[config.mk]
export PLATFORM = sky130hd
export DESIGN_NAME = sr_flop_bank_flat
export DESIGN_NICKNAME = d
export VERILOG_FILES = /design/src/rtl/sr_flop_bank_if.sv /design/src/rtl/sr_flop_bank.sv /design/src/flat_wrapper.sv
export SDC_FILE = /design/constraint.sdc
export NUM_CORES = 1
export LEC_CHECK = 0
export ABC_CLOCK_PERIOD_IN_PS = 1900
export BUFFER_PORTS_ARGS = -buffer_cell sky130_fd_sc_hd__buf_4
export CAP_MARGIN = 10
export CORE_UTILIZATION = 48
export CTS_CLUSTER_DIAMETER = 200
export DETAILED_ROUTE_END_ITERATION = 7
export PLACE_DENSITY_LB_ADDON = 0.3
export SYNTH_ARGS = -nofsm -noshare
export SYNTH_HDL_FRONTEND = slang
export SYNTH_SLANG_ARGS = --single-unit
export TNS_END_PERCENT = 50
[constraint.sdc]
create_clock -name clk -period 1.9 [get_ports clk]
set_input_delay 0.19 -clock clk [delete_from_list [all_inputs] [get_ports clk]]
set_output_delay 0.19 -clock clk [all_outputs]
set_load 0.02 [all_outputs]
[src/rtl/sr_flop_bank_if.sv]
// Control/status bundle for sr_flop_bank: set/reset requests, enable and
// conflict clear towards the bank; channel state, edge pulses and conflict
// status back from it.
interface sr_flop_bank_if #(
   parameter int N     = 4,
   parameter int CNT_W = 8
);
   logic             en;
   logic [N-1:0]     s;
   logic [N-1:0]     r;
   logic             clr_conflict;
   logic [N-1:0]     q;
   logic [N-1:0]     q_rise;
   logic [N-1:0]     q_fall;
   logic [N-1:0]     conflict;
   logic [CNT_W-1:0] conflict_cnt;

   modport master (
      output en, s, r, clr_conflict,
      input  q, q_rise, q_fall, conflict, conflict_cnt
   );

   modport slave (
      input  en, s, r, clr_conflict,
      output q, q_rise, q_fall, conflict, conflict_cnt
   );
endinterface

[src/rtl/sr_flop_bank.sv]
// Bank of N edge-triggered set/reset flops with a compile-time policy for
// simultaneous set and reset, registered rise/fall pulses per channel,
// sticky per-channel conflict flags and a saturating conflict-cycle counter.
module sr_flop_bank #(
   parameter int N       = 4,
   parameter int MODE    = 0,
   parameter int RESET_Q = 0,
   parameter int CNT_W   = 8
) (
   input logic           clk,
   input logic           reset,
   sr_flop_bank_if.slave io_bus
);

   localparam logic [N-1:0] Q_INIT = (RESET_Q != 0) ? {N{1'b1}} : {N{1'b0}};

   logic [N-1:0]     r_q;
   logic [N-1:0]     r_s_prev;
   logic [N-1:0]     r_r_prev;
   logic [N-1:0]     r_rise;
   logic [N-1:0]     r_fall;
   logic [N-1:0]     r_conf;
   logic [CNT_W-1:0] r_cnt;

   logic [N-1:0]     w_q_nxt;
   logic [N-1:0]     w_both;
   logic [N-1:0]     w_conf_nxt;
   logic             w_any;
   logic [CNT_W-1:0] w_cnt_nxt;

   // Next value of one channel; MODE only matters when s and r are both high.
   // Last-wins looks at the previous enabled sample to decide which request
   // arrived later; if both rose together or both were already high, hold.
   function automatic logic f_resolve(input logic q, input logic s, input logic r,
                                      input logic sp, input logic rp);
      logic nq;
      nq = q;
      if (s && !r) begin
         nq = 1'b1;
      end else if (!s && r) begin
         nq = 1'b0;
      end else if (s && r) begin
         case (MODE)
            1: nq = 1'b1;
            2: nq = 1'b0;
            3: nq = ~q;
            4: begin
               if (sp && !rp) begin
                  nq = 1'b0;
               end else if (!sp && rp) begin
                  nq = 1'b1;
               end
            end
            default: nq = q;
         endcase
      end
      return nq;
   endfunction

   // Counter increment that sticks at all-ones instead of wrapping.
   function automatic logic [CNT_W-1:0] f_sat_inc(input logic [CNT_W-1:0] c);
      return (&c) ? c : c + CNT_W'(1);
   endfunction

   // Per-channel next state, conflict detection and next conflict status.
   always_comb begin
      w_q_nxt = r_q;
      for (int i = 0; i < N; i++) begin
         w_q_nxt[i] = f_resolve(r_q[i], io_bus.s[i], io_bus.r[i], r_s_prev[i], r_r_prev[i]);
      end
      w_both = io_bus.en ? (io_bus.s & io_bus.r) : '0;
      w_any  = |w_both;
      // A fresh conflict in the clearing cycle survives the clear.
      w_conf_nxt = (io_bus.clr_conflict ? '0 : r_conf) | w_both;
      w_cnt_nxt  = r_cnt;
      if (io_bus.clr_conflict) begin
         w_cnt_nxt = w_any ? CNT_W'(1) : '0;
      end else if (w_any) begin
         w_cnt_nxt = f_sat_inc(r_cnt);
      end
   end

   // Channel state, request history and edge pulses; pulses drop when disabled.
   always_ff @(posedge clk or posedge reset) begin
      if (reset) begin
         r_q      <= Q_INIT;
         r_s_prev <= '0;
         r_r_prev <= '0;
         r_rise   <= '0;
         r_fall   <= '0;
      end else if (io_bus.en) begin
         r_q      <= w_q_nxt;
         r_s_prev <= io_bus.s;
         r_r_prev <= io_bus.r;
         r_rise   <= w_q_nxt & ~r_q;
         r_fall   <= ~w_q_nxt & r_q;
      end else begin
         r_rise   <= '0;
         r_fall   <= '0;
      end
   end

   // Sticky conflict flags; the clear works whether or not the bank is enabled.
   always_ff @(posedge clk or posedge reset) begin
      if (reset) begin
         r_conf <= '0;
      end else begin
         r_conf <= w_conf_nxt;
      end
   end

   // Saturating count of enabled cycles that carried at least one conflict.
   always_ff @(posedge clk or posedge reset) begin
      if (reset) begin
         r_cnt <= '0;
      end else begin
         r_cnt <= w_cnt_nxt;
      end
   end

   assign io_bus.q            = r_q;
   assign io_bus.q_rise       = r_rise;
   assign io_bus.q_fall       = r_fall;
   assign io_bus.conflict     = r_conf;
   assign io_bus.conflict_cnt = r_cnt;

endmodule

[src/flat_wrapper.sv]
// flat-port wrapper written by rule: the top's interface ports become plain ports
module sr_flop_bank_flat 
#(
   parameter int N       = 4,
   parameter int MODE    = 0,
   parameter int RESET_Q = 0,
   parameter int CNT_W   = 8
)
  (clk, reset, io_bus_en, io_bus_s, io_bus_r, io_bus_clr_conflict, io_bus_q, io_bus_q_rise, io_bus_q_fall, io_bus_conflict, io_bus_conflict_cnt);
  sr_flop_bank_if #(.N(N), .CNT_W(CNT_W)) io_bus_i ();
  input logic clk;
  input logic reset;
  input wire logic [$bits(io_bus_i.en)-1:0] io_bus_en;
  input wire logic [$bits(io_bus_i.s)-1:0] io_bus_s;
  input wire logic [$bits(io_bus_i.r)-1:0] io_bus_r;
  input wire logic [$bits(io_bus_i.clr_conflict)-1:0] io_bus_clr_conflict;
  output wire logic [$bits(io_bus_i.q)-1:0] io_bus_q;
  output wire logic [$bits(io_bus_i.q_rise)-1:0] io_bus_q_rise;
  output wire logic [$bits(io_bus_i.q_fall)-1:0] io_bus_q_fall;
  output wire logic [$bits(io_bus_i.conflict)-1:0] io_bus_conflict;
  output wire logic [$bits(io_bus_i.conflict_cnt)-1:0] io_bus_conflict_cnt;
  assign io_bus_i.en = io_bus_en;
  assign io_bus_i.s = io_bus_s;
  assign io_bus_i.r = io_bus_r;
  assign io_bus_i.clr_conflict = io_bus_clr_conflict;
  assign io_bus_q = io_bus_i.q;
  assign io_bus_q_rise = io_bus_i.q_rise;
  assign io_bus_q_fall = io_bus_i.q_fall;
  assign io_bus_conflict = io_bus_i.conflict;
  assign io_bus_conflict_cnt = io_bus_i.conflict_cnt;
  sr_flop_bank #(.N(N), .MODE(MODE), .RESET_Q(RESET_Q), .CNT_W(CNT_W)) u_core (.clk(clk), .reset(reset), .io_bus(io_bus_i));
endmodule
==> reports/metrics.yaml <==
pwr:
  vdd_drop_max_uv: 640.8
  power_density_nw_per_um2: 716.0
  leakagePower_nw: 0.6674
synth:
  syn_area_um2: 1090
  synth-async-reset-ratio_pct: 100.0
  synth_common_cells: "24 x dfrtp_1, 15 x o21ai_0, 12 x a21oi_1, 10 x nand2_1, 8 x nand3_1"
  synth.most_common_cell: "dfrtp_1"
  yosysWarningCount: 0
  ys_top_cells_by_area: "dfrtp_1 55%, o21ai_0 6.9%, a21oi_1 5.5%, nand3_1 3.7%, nand2_1 3.4%"
  ys_ff_latch: 24
  ys_types: 26
  syn-num-nets: 124
  synth_top_area_share_pct: 55.11
  synth_edf_count: 0
  synthCells: 111
  ys_seq_area_share_pct: 55.11
  synth_area_per_cell_um2: 9.818
  synth_top_cell_by_area: "dfrtp_1"
  synthFlopType: "dfrtp_1"
global_routing:
  antenna_found_initial: 0
  grt_pass1_vias: 910
  grt_max_degree: 25
  grt_usage_pct: 21.39
  grt-ovfl-total: 0
  grt_pass1_wl_um: 3946
sta:
  hold_viol: 0
  final-setup-viol-count: 0
  drv_slew: 0
  layout_min_cycle_time_ps: 1665
  skew_ps: 8.966
  slew_headroom_pct: 81.32
  setup_tns_ps: 0
  timing.final.crit_share_pct: 87.61
  rsz0062_at_grt: "no"
  max_freq_mhz: 600.8
  hold_ws_ps: 30.36
  worst_pin_slew_ps: 276.6
placement:
  gp_congestion: 0.8166
  io_buffers: 35
  dp_hpwl_um: 1676
worst_setup_path:
  start_kind: "register"
  critPathMaxFanout: 8
  worst_ep_required_time_ps: 2160
  crit_arrival_ps: 1920
  end_kind: "register"
  path_class: "reg -> reg"
clock_network:
  cts_buffers: 3
  clk_latency_ps: 320
  cts_resized: 0
  clock-sinks: 24
  cts_buffer_depth: 2
  postCtsHoldBufs: 1
  tritoncts: "yes"
  clkTransAtPathRegs_ps: 130
  ctsHtreeMaxLevel: 1
  postCtsSetupBuffers: 0
  cts_root_buf: "clkbuf_4"
die:
  rows: 16
  dieWidth_um: 49.65
  core_area_um2: 2042
  ios: 36
  start_util_pct: 53.37
  dieHeight_um: 49.65
  dieArea_um2: 2465
min_path:
  hold_class: "in -> reg"
flow_run:
  max_cap_violations: 0
routing:
  drt-initial-drc-count: 34
  first_pass_iters: 4
  num_vias: 989
  vias_per_cell: 5.619
  wl_um: 2372
  wl_per_cell_um: 13.48
  drcViolationCount: 0
  drtAntennaViolNets: 0
final_layout:
  drive_gt1_share_pct: 30.87
  insertedDiodeCount: 0
  synthToLayoutAreaGrowth_pct: 30.77
  nNetsFinal: 163
outcome:
  status: "finished, final reports clean"
[cells by family (layout without fill, tap and decap cells)]
group                      Yosys count  after routing  share of synthesized area (%)
AOI/OAI and AO/OA                   36             36                          18.94
adders and majority gates            1              1                          1.148
buffers and inverters               11             49                          4.478
DFF                                 24             24                          55.11
and+or+nand+nor                     39             39                          20.32
[worst max-delay path, stage by stage, from the launching register on]
cell     delay, ps
dfrtp_1        460
ha_1           280
and4_4         230
or4_1          470
a21oi_1        160
[area by class of cell]
| cell class | count | area [um2] |
|---|---|---|
| Multi-Input combinational cell | 76 | 440.4 |
| Sequential cell | 24 | 600.6 |
| Fill cell | 173 | 616.8 |
| Tap cell | 27 | 33.78 |
| Inverter | 7 | 26.28 |
| Clock buffer | 4 | 36.28 |
| Timing Repair Buffer | 38 | 287.8 |
[report_power, final]
group          internal [mW]  switching (mW)  total, mW  leakage [nW]
Combinational         0.0806           0.107      0.187         0.331
Clock                  0.117           0.154      0.271        0.0210
Sequential             0.538          0.0240      0.562         0.316
[per-stage QoR]
step | instances | utilization, % | area, um2 | setup WS [ps] | power (mW)
5_1_grt | 176 | 69.79 | 1425 | 140.7 | 1.072
2_1_floorplan | 111 | - | 1090 | 183.6 | 0.6652
4_1_cts | 176 | 69.79 | 1425 | 251.8 | 1.028
3_3_place_gp | 171 | 67.52 | 1379 | 342.8 | 0.7523
6_report | 176 | 69.79 | 1425 | 235.4 | 1.020
3_5_place_dp | 171 | 67.52 | 1379 | 258.9 | 0.7589
[worst paths after layout]
kind	startpoint	endpoint	slack [ps]	cells after the start
min in group asynchronous	reset	u_core.io_bus.conflict_cnt[1]	440	4
hold reg to reg	u_core.io_bus.q[2]	u_core.io_bus.q_rise[2]	510	1
setup reg to reg	u_core.io_bus.conflict_cnt[0]	u_core.io_bus.conflict_cnt[5]	240	4
max in group asynchronous	reset	u_core.io_bus.q[0]	1230	4
setup / recovery	u_core.io_bus.conflict_cnt[0]	u_core.io_bus.conflict_cnt[5]	240	4
hold / removal	io_bus_s[3]	u_core.io_bus.q_fall[3]	30	2
[layer usage]
metal	vias up	track usage [%]	share of wire [%]
li1	479	-	-
met1	475	28.48	46
met2	30	33.11	47
met3	5	4.012	4.0
met4	0	10.95	2.2
met5	-	0	0
[flip-flops by register name, summed over array words and instances (netlist names)]
register / cells
u_core.io_bus.q_fall: 4
u_core.io_bus.conflict: 4
u_core.io_bus.q_rise: 4
u_core.io_bus.q: 4
u_core.io_bus.conflict_cnt: 8
[cells in the final DEF (no fill, tap or decap), drive strengths merged, types with 4 or more instances in the layout]
master / instances
or4: 4
clkbuf: 4
nand2: 10
a21oi: 12
o21ai: 16
inv: 7
nor3: 6
nand3: 8
dfrtp: 24
buf: 37
No activity file was read; power rests on OpenSTA's default activity.
